[config.mk]
export PLATFORM = sky130hd
export DESIGN_NAME = exec_sequencer_flat
export DESIGN_NICKNAME = d
export VERILOG_FILES = /design/src/rtl/exec_sequencer_pkg.sv /design/src/rtl/exec_sequencer_if.sv /design/src/rtl/exec_sequencer_addsub.sv /design/src/rtl/exec_sequencer.sv /design/src/flat_wrapper.sv
export SDC_FILE = /design/constraint.sdc
export NUM_CORES = 1
export LEC_CHECK = 0
export BUFFER_PORTS_ARGS = -buffer_cell sky130_fd_sc_hd__buf_2
export CAP_MARGIN = 20
export CORE_UTILIZATION = 53
export DETAILED_ROUTE_END_ITERATION = 6
export PLACE_DENSITY = 0.86
export SLEW_MARGIN = 20
export SYNTH_ARGS = -nofsm -noshare
export SYNTH_HDL_FRONTEND = slang
export SYNTH_SLANG_ARGS = --single-unit
export TNS_END_PERCENT = 1
[constraint.sdc]
create_clock -name clk -period 5.2 [get_ports clk]
set_input_delay 0 -clock clk [delete_from_list [all_inputs] [get_ports clk]]
set_output_delay 0 -clock clk [all_outputs]
set_load 0.01 [all_outputs]
[src/rtl/exec_sequencer_pkg.sv]
// exec_sequencer shared types: FSM states, opcodes,
// instruction word fields and result flag positions.
package exec_sequencer_pkg;

  typedef enum logic [2:0] {
    S_IDLE,
    S_FETCH,
    S_DECODE,
    S_WAIT,
    S_EMIT,
    S_DONE
  } state_e;

  localparam logic [3:0] OP_ADD = 4'd0;
  localparam logic [3:0] OP_SUB = 4'd1;
  localparam logic [3:0] OP_MUL = 4'd2;
  localparam logic [3:0] OP_DIV = 4'd3;

  localparam int OP_LSB = 0;
  localparam int OP_MSB = 3;
  localparam int A_LSB  = 8;
  localparam int A_MSB  = 15;
  localparam int B_LSB  = 16;
  localparam int B_MSB  = 23;

  // res_flags = {ovf, unf, err}
  localparam int FLAG_ERR = 0;
  localparam int FLAG_UNF = 1;
  localparam int FLAG_OVF = 2;

  function automatic logic [15:0] sext8(
    input logic [7:0] v
  );
    return {{8{v[7]}}, v};
  endfunction

endpackage

[src/rtl/exec_sequencer_if.sv]
// exec_sequencer bus: program memory, mul/div
// unit handshake and result stream.
interface exec_sequencer_if #(
  parameter int ADDR_W = 5
);
  logic              start;
  logic [ADDR_W-1:0] first_addr;
  logic [ADDR_W-1:0] last_addr;
  logic [ADDR_W-1:0] mem_addr;
  logic [31:0]       mem_rdata;
  logic              mul_en;
  logic              div_en;
  logic [7:0]        op_a;
  logic [7:0]        op_b;
  logic              mul_done;
  logic              div_done;
  logic [15:0]       mul_result;
  logic [15:0]       div_result;
  logic              res_valid;
  logic [ADDR_W-1:0] res_addr;
  logic [15:0]       res_data;
  logic [2:0]        res_flags;
  logic              busy;
  logic              done;

  modport master (
    input  start, first_addr, last_addr,
    input  mem_rdata,
    input  mul_done, div_done,
    input  mul_result, div_result,
    output mem_addr, mul_en, div_en,
    output op_a, op_b,
    output res_valid, res_addr,
    output res_data, res_flags,
    output busy, done
  );

  modport slave (
    output start, first_addr, last_addr,
    output mem_rdata,
    output mul_done, div_done,
    output mul_result, div_result,
    input  mem_addr, mul_en, div_en,
    input  op_a, op_b,
    input  res_valid, res_addr,
    input  res_data, res_flags,
    input  busy, done
  );
endinterface

[src/rtl/exec_sequencer_addsub.sv]
// exec_addsub: 8-bit two's complement add/sub
// with overflow/underflow detection.
module exec_addsub (
  input  logic [7:0] a,
  input  logic [7:0] b,
  input  logic       sub,
  output logic [7:0] sum,
  output logic       ovf,
  output logic       unf
);
  logic [7:0] bx;

  assign bx  = sub ? ~b : b;
  assign sum = a + bx + {7'd0, sub};
  assign ovf = ~a[7] & ~bx[7] & sum[7];
  assign unf = a[7] & bx[7] & ~sum[7];
endmodule

[src/rtl/exec_sequencer.sv]
// exec_sequencer: walks a program window, runs
// add/sub locally and mul/div on external units.
module exec_sequencer
  import exec_sequencer_pkg::*;
#(
  parameter int TIMEOUT = 64,
  parameter int ADDR_W  = 5
) (
  input logic clk,
  input logic rst,
  exec_sequencer_if.master bus
);
  localparam int TW = $clog2(TIMEOUT + 1);
  localparam logic [2:0] ERR_FLAGS =
    3'(1 << FLAG_ERR);

  state_e            state;
  state_e            state_nx;
  logic [ADDR_W-1:0] ptr;
  logic [ADDR_W-1:0] last_q;
  logic [3:0]        op_q;
  logic [7:0]        a_q;
  logic [7:0]        b_q;
  logic [TW-1:0]     timer;
  logic [15:0]       data_q;
  logic [2:0]        flags_q;

  logic [3:0]  op_w;
  logic [7:0]  a_w;
  logic [7:0]  b_w;
  logic        is_as;
  logic        is_unit;
  logic [7:0]  sum;
  logic        ovf;
  logic        unf;
  logic [2:0]  as_flags;
  logic        unit_done;
  logic [15:0] unit_res;
  logic        timed_out;
  logic        unused_bits;

  assign op_w = bus.mem_rdata[OP_MSB:OP_LSB];
  assign a_w  = bus.mem_rdata[A_MSB:A_LSB];
  assign b_w  = bus.mem_rdata[B_MSB:B_LSB];
  assign unused_bits = ^{bus.mem_rdata[31:24],
                         bus.mem_rdata[7:4]};

  assign is_as   = (op_w == OP_ADD) |
                   (op_w == OP_SUB);
  assign is_unit = (op_w == OP_MUL) |
                   (op_w == OP_DIV);

  exec_addsub u_addsub (
    .a   (a_w),
    .b   (b_w),
    .sub (op_w == OP_SUB),
    .sum (sum),
    .ovf (ovf),
    .unf (unf)
  );

  always_comb begin
    as_flags = '0;
    as_flags[FLAG_OVF] = ovf;
    as_flags[FLAG_UNF] = unf;
  end

  // only the unit selected in DECODE may end WAIT
  assign unit_done = (op_q == OP_MUL) ?
                     bus.mul_done : bus.div_done;
  assign unit_res  = (op_q == OP_MUL) ?
                     bus.mul_result : bus.div_result;
  assign timed_out = timer == TW'(TIMEOUT - 1);

  always_ff @(posedge clk or negedge rst) begin
    if (!rst) state <= S_IDLE;
    else      state <= state_nx;
  end

  always_comb begin
    state_nx = state;
    unique case (state)
      S_IDLE:   if (bus.start) state_nx = S_FETCH;
      S_FETCH:  state_nx = S_DECODE;
      S_DECODE: state_nx = is_unit ? S_WAIT : S_EMIT;
      S_WAIT:
        if (unit_done || timed_out)
          state_nx = S_EMIT;
      S_EMIT:
        state_nx = (ptr == last_q) ?
                   S_DONE : S_FETCH;
      S_DONE:   state_nx = S_IDLE;
      default:  state_nx = S_IDLE;
    endcase
  end

  always_ff @(posedge clk or negedge rst) begin
    if (!rst) begin
      ptr     <= '0;
      last_q  <= '0;
      op_q    <= '0;
      a_q     <= '0;
      b_q     <= '0;
      timer   <= '0;
      data_q  <= '0;
      flags_q <= '0;
    end else begin
      unique case (state)
        S_IDLE:
          if (bus.start) begin
            ptr    <= bus.first_addr;
            last_q <= bus.last_addr;
          end
        S_DECODE: begin
          op_q  <= op_w;
          timer <= '0;
          unique case (1'b1)
            is_as: begin
              data_q  <= (ovf | unf) ?
                         16'd0 : sext8(sum);
              flags_q <= as_flags;
            end
            is_unit: begin
              a_q <= a_w;
              b_q <= b_w;
            end
            default: begin
              data_q  <= '0;
              flags_q <= ERR_FLAGS;
            end
          endcase
        end
        S_WAIT:
          if (unit_done) begin
            data_q  <= unit_res;
            flags_q <= '0;
          end else if (timed_out) begin
            data_q  <= '0;
            flags_q <= ERR_FLAGS;
          end else begin
            timer <= timer + TW'(1);
          end
        S_EMIT:
          if (ptr != last_q)
            ptr <= ptr + ADDR_W'(1);
        default: ;
      endcase
    end
  end

  // state-decoded outputs fall with async reset
  always_comb begin
    bus.busy      = state != S_IDLE;
    bus.res_valid = state == S_EMIT;
    bus.done      = state == S_DONE;
    bus.mul_en    = (state == S_WAIT) &
                    (op_q == OP_MUL);
    bus.div_en    = (state == S_WAIT) &
                    (op_q == OP_DIV);
  end

  assign bus.mem_addr  = ptr;
  assign bus.res_addr  = ptr;
  assign bus.op_a      = a_q;
  assign bus.op_b      = b_q;
  assign bus.res_data  = data_q;
  assign bus.res_flags = flags_q;
endmodule

[src/flat_wrapper.sv]
// flat-port wrapper written by rule: the top's interface ports become plain ports
module exec_sequencer_flat import exec_sequencer_pkg::*;
#(
  parameter int TIMEOUT = 64,
  parameter int ADDR_W  = 5
)
  (clk, rst, bus_start, bus_first_addr, bus_last_addr, bus_mem_rdata, bus_mul_done, bus_div_done, bus_mul_result, bus_div_result, bus_mem_addr, bus_mul_en, bus_div_en, bus_op_a, bus_op_b, bus_res_valid, bus_res_addr, bus_res_data, bus_res_flags, bus_busy, bus_done);
  exec_sequencer_if #(.ADDR_W(ADDR_W)) bus_i ();
  input logic clk;
  input logic rst;
  input wire logic [$bits(bus_i.start)-1:0] bus_start;
  input wire logic [$bits(bus_i.first_addr)-1:0] bus_first_addr;
  input wire logic [$bits(bus_i.last_addr)-1:0] bus_last_addr;
  input wire logic [$bits(bus_i.mem_rdata)-1:0] bus_mem_rdata;
  input wire logic [$bits(bus_i.mul_done)-1:0] bus_mul_done;
  input wire logic [$bits(bus_i.div_done)-1:0] bus_div_done;
  input wire logic [$bits(bus_i.mul_result)-1:0] bus_mul_result;
  input wire logic [$bits(bus_i.div_result)-1:0] bus_div_result;
  output wire logic [$bits(bus_i.mem_addr)-1:0] bus_mem_addr;
  output wire logic [$bits(bus_i.mul_en)-1:0] bus_mul_en;
  output wire logic [$bits(bus_i.div_en)-1:0] bus_div_en;
  output wire logic [$bits(bus_i.op_a)-1:0] bus_op_a;
  output wire logic [$bits(bus_i.op_b)-1:0] bus_op_b;
  output wire logic [$bits(bus_i.res_valid)-1:0] bus_res_valid;
  output wire logic [$bits(bus_i.res_addr)-1:0] bus_res_addr;
  output wire logic [$bits(bus_i.res_data)-1:0] bus_res_data;
  output wire logic [$bits(bus_i.res_flags)-1:0] bus_res_flags;
  output wire logic [$bits(bus_i.busy)-1:0] bus_busy;
  output wire logic [$bits(bus_i.done)-1:0] bus_done;
  assign bus_i.start = bus_start;
  assign bus_i.first_addr = bus_first_addr;
  assign bus_i.last_addr = bus_last_addr;
  assign bus_i.mem_rdata = bus_mem_rdata;
  assign bus_i.mul_done = bus_mul_done;
  assign bus_i.div_done = bus_div_done;
  assign bus_i.mul_result = bus_mul_result;
  assign bus_i.div_result = bus_div_result;
  assign bus_mem_addr = bus_i.mem_addr;
  assign bus_mul_en = bus_i.mul_en;
  assign bus_div_en = bus_i.div_en;
  assign bus_op_a = bus_i.op_a;
  assign bus_op_b = bus_i.op_b;
  assign bus_res_valid = bus_i.res_valid;
  assign bus_res_addr = bus_i.res_addr;
  assign bus_res_data = bus_i.res_data;
  assign bus_res_flags = bus_i.res_flags;
  assign bus_busy = bus_i.busy;
  assign bus_done = bus_i.done;
  exec_sequencer #(.TIMEOUT(TIMEOUT), .ADDR_W(ADDR_W)) u_core (.clk(clk), .rst(rst), .bus(bus_i));
endmodule
==> impl_metrics.csv, run 1 <==
group,metric,value,unit
sta,final.hold.worst_slack,0.05077,ns
synthesis,synthesis.nets,445,
placement,dp.final_hpwl,5662,um
synthesis,synth_area_per_cell,9.292,um2
synthesis,synthDistinctLibCells,49,
placement,finalWeightedCongestion,0.8392,
synthesis,synth-seq-area-share,44.88,%
routing,first_iter_violations,160,
layout,layout-drive-gt1-share,30.52,%
clock_network,clock_tree.buffer_depth,2,
clock_network,cts.sink_count,59,
status,outcome,"finished, final reports clean",
clock_network,cts.clk_slew.worst_paths,0.06,ns
sta,final_max_slew_viol_count,0,
clock_network,cts.repair.resized,0,
sta,min_period,3.349,ns
sta,grt_setup_unrepaired,"false",
synthesis,synth-seq-cells,59,
global_routing,grt_pass1_wl,13090,um
routing,wire_per_inst,14.46,um
layout,n_antenna_cell,0,
power,power_density,477.8,nW/um2
power,leakagePower,2.253,nW
run,max-cap-violations,0,
routing,route.detailed.drc,0,
floorplan,floorplan.core_area,5956,um2
synthesis,netlist_instances,354,
sta,period_share,64.40,%
clock_network,h-tree-depth,3,
worst_setup_path,timing.setup.critical_path_class,"reg -> reg",
placement,port_buffers,116,
clock_network,cts_bufs_inserted,9,
sta,timing.final.setup_violations,0,
worst_setup_path,setup.worst_path.start_class,"flip-flop",
clock_network,clock_tree_from_tritoncts,"yes",
sta,tightest_slew,0.8941,ns
routing,post_drt_via_cell_ratio,5.305,
routing,dr.pass1.iters,4,
sta,clk_skew,0.007388,ns
floorplan,die_x,80.78,um
global_routing,globalRouteTotalUtil,26.94,%
synthesis,synthesis.area,3289,um2
floorplan,initial_utilization,55.23,%
global_routing,grt_pass1_vias,2840,
clock_network,insertion_delay,0.33,ns
worst_setup_path,timing.critical_path.arrival,3.61,ns
synthesis,ys_warns,0,
worst_setup_path,critPathCaptureType,"flip-flop",
global_routing,pin_count_of_the_biggest_net_entering_global_routing,60,
sta,max_freq,298.6,MHz
worst_setup_path,cp_data_required_time,5.46,ns
floorplan,count_of_boundary_i_o_pins,129,
routing,vias,3040,
sta,final_hold_viol_count,0,
sta,fin_tns_setup,0,ns
sta,slew_headroom,40.18,%
power,vdd.ir_drop.worst,0.3458,mV
routing,totalWireLength,8288,um
global_routing,grt_antenna_before_repair,0,
layout,finalCoreUtilization,73.38,%
floorplan,fp-row-count,28,
clock_network,clk_root_buffer_cell,"clkbuf_8",
floorplan,die-area,6525,um2
layout,area_growth_syn_to_layout,32.86,%
routing,ant_nets,0,
floorplan,height_of_the_die,80.78,um
worst_hold_path,class_of_the_worst_hold_path,"in -> reg",
worst_setup_path,cp_max_fo,17,
layout,final_nets,585,
global_routing,grt_remaining_overflow,0,
## layout make-up
cell class,instances,area [um2]
Clock buffer,13,168.9
Clock inverter,2,10.01
Fill cell,466,1585
Inverter,5,18.77
Multi-Input combinational cell,269,1687
Sequential cell,59,1476
Tap cell,75,93.84
Timing Repair Buffer,150,915.9
## Yosys cell counts (all sizes together)
cell type / instances / area share [%]
o31ai: 6 / 1.4
and3b: 2 / 0.53
a211oi: 1 / 0.23
xnor2: 7 / 2.1
a21boi: 1 / 0.23
and4: 1 / 0.27
a21oi: 31 / 4.7
nand2b: 2 / 0.38
o21bai: 1 / 0.23
nor4: 2 / 0.38
o211ai: 1 / 0.23
nand4: 1 / 0.19
a41oi: 1 / 0.49
nor2b: 4 / 0.76
mux2: 13 / 4.6
nand2: 87 / 9.9
dfrtp: 59 / 45
ha: 11 / 4.2
and4b: 1 / 0.30
mux2i: 3 / 0.91
o22a: 9 / 2.4
a22o: 1 / 0.27
nand3: 11 / 1.7
o32a: 2 / 0.61
or3b: 1 / 0.27
a31oi: 1 / 0.19
nor3: 5 / 0.91
xor2: 15 / 4.0
or2: 2 / 0.38
a21o: 3 / 0.68
inv: 5 / 0.57
and3: 3 / 0.57
and2: 1 / 0.19
o21ai: 17 / 2.6
a211o: 2 / 0.53
nor2: 14 / 1.6
nor4b: 2 / 0.99
fa: 1 / 0.61
nor3b: 2 / 0.46
clkbuf: 10 / 1.1
buf: 11 / 2.3
or3: 1 / 0.19
## metrics by stage
stage | total power [mW] | setup WS, ns | instance area (um2) | instances
after detailed placement | 1.687 | 1.882 | 3871 | 526
final | 2.088 | 1.851 | 4370 | 573
after floorplan | 1.411 | 2.662 | 3289 | 354
after global routing | 2.240 | 1.612 | 4370 | 573
after global placement | 1.645 | 1.958 | 3871 | 526
after CTS | 2.086 | 1.844 | 4370 | 573
## routing by layer
layer	GRT usage [%]	vias up	share of wire, %
met3	4.270	15	5.8
met1	32.72	1407	43
met5	0	-	0
met2	46.44	118	49
li1	-	1500	-
met4	13.57	0	2.1
## final timing paths
path                                          from                 endpoint  slack [ns]  cells past startpoint
max                                 u_core.op_q[0]   u_core.bus.res_data[7]        1.85                      6
min                              bus_mul_result[0]   u_core.bus.res_data[0]        0.05                      5
max reg2reg                         u_core.op_q[0]   u_core.bus.res_data[7]        1.85                      6
min reg2reg                u_core.bus.res_flags[0]  u_core.bus.res_flags[0]        0.48                      2
max in group asynchronous                      rst       u_core.bus.op_a[3]        4.36                      3
min in group asynchronous                      rst           u_core.op_q[2]        0.33                      3
## worst max-delay path, cell delays in order, from the launching register on
cell and delay (ns):
dfrtp_1 0.42, nor4b_4 0.81, mux2_4 0.39, nor3_2 0.42
or2_0 0.72, a21o_1 0.33, o22a_1 0.19
## layout by cell type (no fill, tap or decap), types with 12 or more instances in the layout
cell type,instances
mux2_2,12
buf_2,116
a21oi_1,31
dfrtp_1,59
o21ai_0,17
xor2_1,15
nor2_1,14
dlygate4sd3_1,32
clkbuf_8,12
nand2_1,87
## report_power, final
part           internal [mW]  leakage (nW)  switching [mW]
sequential             0.661         0.747           0.156
clock                  0.208        0.0953           0.173
combinational          0.410          1.41           0.480
## sequential cells by signal, summed over array words and instances (netlist names)
| name | count |
|---|---|
| u_core.bus.res_flags | 3 |
| u_core.timer | 7 |
| u_core.bus.res_data | 16 |
| u_core.last_q | 5 |
| u_core.op_q | 4 |
| u_core.bus.op_a | 8 |
| u_core.bus.op_b | 8 |
| u_core.state | 3 |
| u_core.bus.mem_addr | 5 |
## logic make-up (layout without fill, tap and decap cells)
group | after synthesis | in the layout | synth area share [%]
and+or+nand+nor | 142 | 142 | 19.97
AOI/OAI and AO/OA | 77 | 77 | 14.76
DFF | 59 | 59 | 44.88
buffers and inverters | 26 | 170 | 4.032
xor gates and xnor gates | 22 | 22 | 6.086
muxes | 16 | 16 | 5.477
adders and majority gates | 12 | 12 | 4.793
## what timing repair did
item                                   in CTS  in global routing
hold buffers                               32                  0
buffers inserted                            0                  0
endpoints found under the hold margin      91                  0
No activity file was read; power rests on OpenSTA's default activity.
==> run 2: changes to the inputs <==
--- a/config.mk
+++ b/config.mk
@@ -7,9 +7,9 @@
 export LEC_CHECK = 0
 export BUFFER_PORTS_ARGS = -buffer_cell sky130_fd_sc_hd__buf_2
 export CAP_MARGIN = 20
-export CORE_UTILIZATION = 53
+export CORE_UTILIZATION = 49
 export DETAILED_ROUTE_END_ITERATION = 6
-export PLACE_DENSITY = 0.86
+export PLACE_DENSITY = 0.8
 export SLEW_MARGIN = 20
 export SYNTH_ARGS = -nofsm -noshare
 export SYNTH_HDL_FRONTEND = slang
==> constraint.sdc (replaced) <==
create_clock -name clk -period 3.5 [get_ports clk]
set_input_delay 0 -clock clk [delete_from_list [all_inputs] [get_ports clk]]
set_output_delay 0 -clock clk [all_outputs]
set_load 0.01 [all_outputs]
==> run 2 against run 1 <==
- clock skew up 0.00085 ns
- sequential share of layout area shrank 0.97 points
- critical path depth is 6 higher
- via count up 0.69%
- utilization decreased by 3.3 points
- flip-flop and latch count did not move
- the flow now finishes with violations (design-rule violations)
- hold slack better by 0.0033 ns
- clock power up 110%
- combinational power increased by 53%
==> impl_metrics.csv, run 2 (synthesis gave the netlist of run 1 again) <==
group,metric,value,unit
status,outcome,"complete, but fails checks",
status,failed_checks,"design-rule violations",
clock_network,clock_tree_from_tritoncts,"yes",
floorplan,height_of_the_die,83.94,um
placement,placement.setup.worst_slack,0.5080,ns
power,part_of_the_power_in_combinational_logic,40.3,%
worst_setup_path,critical_path_cell_by_cell,"dlygate4sd3_1 -> buf_2 -> nor4b_2 -> buf_4 -> xor2_1 -> ha_1 -> and3b_1 -> a211o_1 -> a41oi_2 -> xnor2_2 -> mux2i_1 -> o21ai_0",
routing,wire_per_inst,14.29,um
layout,final_nets,591,
clock_network,insertion_delay,0.33,ns
sta,final_hold_viol_count,0,
routing,post_drt_via_cell_ratio,5.259,
layout,register_cell_area_after_layout,1476,um2
clock_network,clk_root_buffer_cell,"clkbuf_8",
worst_setup_path,cpMaxStageDelayCell,"dlygate4sd3_1",
layout,area_growth_syn_to_layout,36.78,%
power,share_clk_of_total_power,23.6,%
layout,largest_register_ffs,16,
worst_setup_path,path_delay_family,"buffers and inverters",
placement,numPlacedInstances,534,
layout,layout_commonest_cell,"buf_2",
sta,max_freq,315.1,MHz
worst_setup_path,worst_setup_path_startpoint,"bus_mem_rdata[1]",
routing,first_iter_violations,142,
sta,period_share,90.69,%
sta,fin_tns_setup,0,ns
power,sw_frac_of_total,36.11,%
sta,final_critical_path_setup_slack,0.3260,ns
power,total_power,3.368,mW
run,max-cap-violations,0,
worst_setup_path,critPathBufInv,3,
clock_network,post_cts_setup_inserts,0,
worst_hold_path,class_of_the_worst_hold_path,"in -> reg",
layout,fin_cells,582,
floorplan,die-area,7045,um2
placement,finalWeightedCongestion,0.8071,
routing,vias,3061,
layout,layout-drive-gt1-share,31.68,%
worst_setup_path,reg2reg_from,"u_core.op_q[0]",
global_routing,grt_antenna_before_repair,0,
sta,tightest_slew,0.7050,ns
worst_setup_path,critPathCaptureType,"flip-flop",
sta,slew_headroom,52.79,%
worst_setup_path,slowest_delay,0.53,ns
floorplan,count_of_boundary_i_o_pins,129,
global_routing,grt_pass1_vias,3108,
worst_hold_path,hold_path.startpoint,"bus_mul_result[13]",
global_routing,pin_count_of_the_biggest_net_entering_global_routing,32,
floorplan,die_x,83.94,um
floorplan,floorplan.core_area,6422,um2
routing,dr.pass1.iters,7,
sta,timing.final.setup_violations,0,
placement,dp.final_hpwl,5792,um
routing,route.detailed.drc,24,
global_routing,globalRouteTotalUtil,25.37,%
power,leakagePower,2.319,nW
clock_network,cts.clk_slew.worst_paths,0.07,ns
floorplan,initial_utilization,51.22,%
sta,grt_setup_unrepaired,"false",
routing,totalWireLength,8316,um
routing,ant_nets,0,
worst_setup_path,timing.setup.critical_path_class,"in -> reg",
layout,multi_input_comb_area,1687,um2
global_routing,grt_pass1_wl,14150,um
power,cell_internal_power,2.152,mW
power,power.net_switching,1.216,mW
clock_network,cts.repair.resized,0,
global_routing,grt_remaining_overflow,0,
power,vdd.ir_drop.worst,0.5573,mV
worst_setup_path,timing.critical_path.arrival,3.36,ns
sta,min_period,3.174,ns
sta,final_max_slew_viol_count,0,
clock_network,h-tree-depth,3,
worst_setup_path,cp_data_required_time,3.69,ns
clock_network,clock_tree.buffer_depth,2,
power,p_seq_share,36.1,%
layout,n_antenna_cell,0,
layout,fill_cells,506,
worst_setup_path,cp_max_fo,9,
worst_setup_path,setup.worst_path.start_class,"primary input",
clock_network,cts_bufs_inserted,9,
clock_network,cts.sink_count,59,
sta,clk_skew,0.008238,ns
floorplan,fp-row-count,29,
placement,port_buffers,116,
power,power_density,748.5,nW/um2
layout,most-common-layout-cells,"116 x buf_2, 87 x nand2_1, 59 x dfrtp_1, 32 x dlygate4sd3_1, 31 x a21oi_1",
-- run 2: cell count changes in the layout (fill, tap and decap cells not counted), sizes merged --
cell	previous run	this run
buf	118	124
clkinv	2	1
bufinv	0	3
clkbuf	13	12
-- run 2: worst reg2reg max path: cells and delay by family, from the launching register on --
family                 cells  cell delay, ns
and+or+nand+nor            3            0.84
AOI/OAI and AO/OA          2            0.49
buffers and inverters      2            0.46
DFF                        1            0.43
muxes                      1            0.35
-- run 2: metal layers --
layer	vias to the layer above	routed length, um	part of all wire (%)	global-route usage (%)
met3	15	410	4.9	4.352
li1	1511	-	-	-
met2	110	4037	49	42.70
met5	-	0	0	0
met1	1425	3697	44	32.46
met4	0	170	2.0	10.19
-- run 2: final timing paths --
path	end	slack, ns	depth (start not counted)
max in group asynchronous	u_core.bus.op_b[4]	2.41	3
worst min register to register	u_core.bus.res_flags[0]	0.46	2
worst max-delay path	u_core.bus.res_data[1]	0.33	12
worst max register to register	u_core.bus.res_data[11]	0.87	8
min in group asynchronous	u_core.op_q[1]	0.24	2
worst min-delay path	u_core.bus.res_data[13]	0.05	4
-- run 2: area by class of cell --
class	instances	area share (%)
Multi-Input combinational cell	269	37.49
Sequential cell	59	32.81
Timing Repair Buffer	156	21.36
Clock buffer	12	3.671
Tap cell	77	2.141
Clock inverter	4	2.113
Inverter	5	0.4171
-- run 2: power groups by stage --
stage	Combinational, mW	Clock [mW]	Sequential (mW)
after global placement	1.28	0	1.21
after floorplan	0.811	0	1.28
after detailed placement	1.33	0	1.21
after CTS	1.36	0.810	1.21
after global routing	1.51	0.848	1.26
final	1.36	0.794	1.22
-- run 2: metrics by stage --
| stage | hold slack [ns] | utilization, % | area (um2) |
|---|---|---|---|
| 4_1_cts | 0.03992 | 70.06 | 4499 |
| 2_1_floorplan | -0.2956 | - | 3289 |
| 5_1_grt | 0.05339 | 70.06 | 4499 |
| 3_5_place_dp | 0.06621 | 61.02 | 3919 |
| 3_3_place_gp | 0.05567 | 61.02 | 3919 |
| 6_report | 0.05408 | 70.06 | 4499 |
-- run 2: repair_timing --
item | in CTS | in global routing
endpoints found under the setup margin | 0 | 0
hold endpoints to repair | 60 | 0
hold buffers | 32 | 0
